===== config.mk =====
export PLATFORM = sky130hd
export DESIGN_NAME = wb_stage
export DESIGN_NICKNAME = d
export VERILOG_FILES = /design/src/rtl/rv_pkg.sv /design/src/rtl/wb_pc_reg.sv /design/src/rtl/wb_stage.sv
export SDC_FILE = /design/constraint.sdc
export NUM_CORES = 1
export LEC_CHECK = 0
export BUFFER_PORTS_ARGS = -buffer_cell sky130_fd_sc_hd__buf_2
export CAP_MARGIN = 5
export CORE_MARGIN = 4
export CORE_UTILIZATION = 52
export DETAILED_ROUTE_END_ITERATION = 16
export GPL_TIMING_DRIVEN = 0
export PLACE_DENSITY = 0.82
export SKIP_CTS_REPAIR_TIMING = 1
export SLEW_MARGIN = 25
export SYNTH_ARGS = -nofsm -noshare
export SYNTH_HDL_FRONTEND = slang
export SYNTH_SLANG_ARGS = --single-unit

===== constraint.sdc =====
create_clock -name clk -period 4.2 [get_ports clk]
set_clock_uncertainty 0.1 [all_clocks]
set_input_delay 1.05 -clock clk [delete_from_list [all_inputs] [get_ports clk]]
set_output_delay 1.05 -clock clk [all_outputs]
set_load 0.01 [all_outputs]

===== src/rtl/rv_pkg.sv =====
// Shared definitions for the RISC-V pipeline: datapath width, reset PC,
// sequential PC step and the machine word type.
package rv_pkg;

    localparam int unsigned XLEN     = 32;
    localparam logic [31:0] RESET_PC = 32'h0000_0000;
    localparam int unsigned PC_STEP  = 4;

    typedef logic [XLEN-1:0] word_t;

endpackage : rv_pkg


===== src/rtl/wb_pc_reg.sv =====
// Program-counter register for the write-back stage. Selects the next PC
// (jump target or PC+4), registers it, and exports both the registered PC
// and the combinational next PC so the caller can form the link value.
// Optional build macro: WB_PC_ALIGN_EN -- clears bit 0 of the jump target
// (JALR semantics). Without it the target is taken unmodified.
module wb_pc_reg
    import rv_pkg::*;
#(
    parameter int unsigned       XLEN     = rv_pkg::XLEN,
    parameter logic [XLEN-1:0]   RESET_PC = rv_pkg::RESET_PC
) (
    input  logic              clk,
    input  logic              rst,
    input  logic [XLEN-1:0]   target,
    input  logic              pc_sel,
    output logic [XLEN-1:0]   pc,
    output logic [XLEN-1:0]   next_pc
);

    logic [XLEN-1:0] jump_pc;
    logic [XLEN-1:0] seq_pc;

`ifdef WB_PC_ALIGN_EN
    assign jump_pc = {target[XLEN-1:1], 1'b0};
`else
    assign jump_pc = target;
`endif

    // Sequential step wraps modulo 2^XLEN with no carry out.
    assign seq_pc = pc + XLEN'(PC_STEP);

    // Next-PC mux: jump target or sequential increment.
    always_comb begin
        next_pc = seq_pc;
        if (pc_sel) begin
            next_pc = jump_pc;
        end
    end

    // PC register with synchronous reset; updates every edge, no stall.
    always_ff @(posedge clk) begin
        // NOTE: sequential state uses non-blocking assignments so every
        // register samples the pre-edge values regardless of block order.
        if (rst) begin
            pc <= RESET_PC;
        end else begin
            pc <= next_pc;
        end
    end

endmodule : wb_pc_reg


===== src/rtl/wb_stage.sv =====
// Write-back stage: owns the PC register and produces the registered rd
// write data, chosen from the ALU result, memory load data or the link
// value (the PC being loaded this edge, plus 4).
// Optional build macro: WB_PC_ALIGN_EN (handled inside wb_pc_reg).
module wb_stage
    import rv_pkg::*;
#(
    parameter int unsigned       XLEN     = rv_pkg::XLEN,
    parameter logic [XLEN-1:0]   RESET_PC = rv_pkg::RESET_PC
) (
    input  logic              clk,
    input  logic              rst,
    input  logic [XLEN-1:0]   alu_i,
    input  logic [XLEN-1:0]   mem_i,
    input  logic              wb_sel1_i,
    input  logic              wb_sel2_i,
    input  logic              pc_sel_i,
    output logic [XLEN-1:0]   pc_o,
    output logic [XLEN-1:0]   dataD_o
);

    logic [XLEN-1:0] next_pc;
    logic [XLEN-1:0] link;
    logic [XLEN-1:0] wb_next;
    logic [XLEN-1:0] wb;

    wb_pc_reg #(
        .XLEN     (XLEN),
        .RESET_PC (RESET_PC)
    ) u_pc_reg (
        .clk      (clk),
        .rst      (rst),
        .target   (alu_i),
        .pc_sel   (pc_sel_i),
        .pc       (pc_o),
        .next_pc  (next_pc)
    );

    // Link value is taken from the PC loaded on this same edge.
    assign link = next_pc + XLEN'(PC_STEP);

    // rd source select: link overrides, otherwise ALU or memory.
    always_comb begin
        // NOTE: assigning a default first keeps every path driven, so no
        // latch is inferred when a branch below is not taken.
        wb_next = mem_i;
        if (wb_sel2_i) begin
            wb_next = link;
        end else if (wb_sel1_i) begin
            wb_next = alu_i;
        end
    end

    // rd data register with synchronous reset to zero.
    always_ff @(posedge clk) begin
        if (rst) begin
            wb <= '0;
        end else begin
            wb <= wb_next;
        end
    end

    assign dataD_o = wb;

endmodule : wb_stage


==> summary.txt <==
Floorplanning
  • Die width: 96.9 um
  • Placement Rows: 32
  • Io pins: 133
  • Core area: 7690 um2
  • Die ar.: 9380 um2
  • Initial Util: 53.4%
  • Die height: 96.9 um

STA
  • Least-Margin Pin Slew: 1050 ps
  • Hold Fails Final Rpt: 0
  • Fin crit period: 3930 ps
  • Final period util: 93.5%
  • Setup tns final: 0 ps
  • Rel. slew slack: 29.5%
  • Hold slack: 440 ps
  • Max-slew violations: 0
  • RSZ-0062 raised after global routing: false
  • Highest clock rate: 0.255 GHz
  • Endpoints failing setup: 0

Global route
  • First-pass GRT wire length: 22.0 mm
  • Number of global-route vias before repair: 4189
  • GRT Overall Usage: 28.7%
  • Largest net degree at the start of global routing: 11
  • Grt total ovfl: 0
  • Initial antenna violation count: 0

Hold path
  • Worst Hold Class: register to register

CTS
  • CTS tree: built
  • Max Root-Sink Buffers: 2
  • CTS clk-pin slew, worst paths: 70 ps
  • H-tree depth: 3
  • Worst skew pair latency: 340 ps
  • CTS Buf Count: 9
  • Clk root buf: clkbuf_8
  • Total number of clock tree sinks: 64

Logic synthesis
  • Post-Syn Area per Cell: 8.56 um2
  • Number of synthesized register bits: 64
  • Syn_nets: 551
  • Top FF cell, synth: dfxtp_1
  • Mapped Area: 4110 um2
  • Warnings, synthesis: 0
  • Synthesized instance count: 480
  • Netlist cell types: 67
  • EDFF count, synth: 0
  • Post-synthesis sequential area ratio: 31.2%
  • Async S/R FF share, synth: 0%

Route
  • Via Count: 4556
  • 1st-pass router iterations: 7
  • Initial DRC count: 401
  • Final wirelength: 14.0 mm
  • Final ANT Viol Nets: 0
  • Routed wire per std cell: 19.2 um
  • Vias per inst: 6.25
  • Remaining DRCs: 0

Power and ir drop
  • Seq pwr share: 45.4%
  • Power Internal: 1.03 mW
  • Comb power frac: 24.0%
  • Power share of the clock group: 30.6%
  • Max VDD drop: 0.000181 V
  • Net switching power: 0.486 mW
  • Total power per unit cell area: 299 nW/um2
  • Sw frac: 32.1%
  • Static Leak: 2.12 nW

Worst setup path
  • Critical Path Source Type: input port
  • Family with the most delay on the worst path: buffers and inverters
  • Crit path kind: input port to register
  • Most frequent CP cell: buf_2
  • CP max-delay cell: nor4_2
  • Worst path cell trace: buf_2, buf_2, clkbuf_1, buf_2, a221oi_1, nor4_2, nand4_4, a211oi_1, xor2_1, a211oi_1
  • Crit-path max cell delay: 680 ps
  • Crit-path max FO: 10
  • Buf/Inv on CP: 4
  • Crit path required time: 4340 ps
  • CP Capture Type: register
  • Worst EP arrival: 4070 ps

Placement
  • Buffers added on ports: 131
  • GPL Wtd Cong: 0.948
  • Area after DPL: 4890 um2
  • Dpl hpwl: 10.8 mm

Final layout
  • Finished Cell Area: 5060 um2
  • Area grow syn2layout: 23.1%
  • Final net count: 693
  • Most frequent cells in the layout: buf_2, dfxtp_1, nor2_1
  • Diode count: 0
  • Filler instances: 651
  • Most common cell after layout, fill and taps aside: buf_2
  • Share of cells above drive strength 1: 28.5%

Job
  • Max Cap Violations: 0

Run status
  • Status: complete, no violations
## cells by family (layout without fill, tap and decap cells)
logic type / count (synthesis) / in the layout / share of synthesized area (%)
buf+inv: 45 / 192 / 4.69
xor+xnor: 30 / 30 / 6.40
compound gates: 116 / 116 / 21.0
mux: 22 / 22 / 5.39
flops: 64 / 64 / 31.2
fa+ha+maj: 2 / 2 / 0.609
simple gates: 201 / 201 / 30.7
## power groups by stage
stage                     clock network [mW]  registers (mW)  logic (mW)
final                                  0.463           0.686       0.363
after global routing                   0.492           0.691       0.390
after CTS                              0.467           0.685       0.356
after detailed placement                   0           0.698       0.352
after global placement                     0           0.697       0.348
after floorplan                            0           0.716       0.191
## cell usage after synthesis, drive strengths merged (2+ instances only)
master	number	area share, %
nand2	14	1.3
nor3	10	1.3
a21oi	12	1.6
and2	4	0.61
o21a	2	0.37
a221oi	3	0.79
nand3	13	1.6
mux2i	21	5.1
or3	7	1.2
clkbuf	24	2.2
nor3b	2	0.37
nand2b	15	2.3
buf	12	1.7
a31oi	5	0.76
nor2b	24	3.7
or3b	2	0.43
a211oi	49	9.1
o31ai	13	2.5
ha	2	0.61
nand3b	2	0.37
a21boi	2	0.37
nor2	54	5.2
nand4	17	3.5
dfxtp	64	31
o2111ai	2	0.43
o211a	2	0.49
or4	3	0.64
and3	4	0.73
o21ai	8	0.98
nor4	18	4.8
a311oi	2	0.43
clkinv	2	0.18
o31a	6	1.3
and4	8	1.7
xor2	13	2.8
xnor2	17	3.6
a21o	3	0.55
inv	7	0.64
a31o	2	0.43
## stage by stage
stage / worst slack, ps / total power [mW] / util, % / cells
3_3_place_gp: 78.3 / 1.05 / 63.6 / 713
6_report: 271 / 1.51 / 65.8 / 729
4_1_cts: 338 / 1.51 / 65.8 / 729
3_5_place_dp: 26.1 / 1.05 / 63.6 / 713
5_1_grt: 147 / 1.57 / 65.8 / 729
2_1_floorplan: 818 / 0.907 / - / 480
## worst min-delay path, stage by stage, from the launching register on
cell     delay (ps)
dfxtp_1         310
mux2i_1         120
nor2_1           60
## layout make-up
class	count	area, um2	area share, %
multi-input cells	371	2630	52.1
flip-flops and latches	64	1280	25.3
inverters	9	33.8	0.668
plain buffers	36	159	3.14
well taps	102	128	2.52
repair buffers	131	656	13.0
clock buffers	13	149	2.94
clock inverters	3	17.5	0.346
## layer usage
metal	vias up	wire length [um]	track usage [%]	part of all wire, %
li1	2081	-	-	-
met1	2157	5800	38.6	41
met2	280	6380	46.1	46
met3	38	1480	5.98	11
met4	0	359	8.53	2.6
met5	-	0	0	0
## final timing paths
kind	start	endpoint	slack [ps]	cells past startpoint
min reg2reg	u_pc_reg.pc[0]	u_pc_reg.pc[0]	440	2
max	pc_sel_i	dataD_o[21]	270	10
min	u_pc_reg.pc[0]	u_pc_reg.pc[0]	440	2
max reg2reg	u_pc_reg.pc[3]	dataD_o[27]	540	10
## state kept, by name, summed over array words and instances, names as in the netlist
name,count
u_pc_reg.pc,32
dataD_o,32
Power figures use the tool's default switching activity.
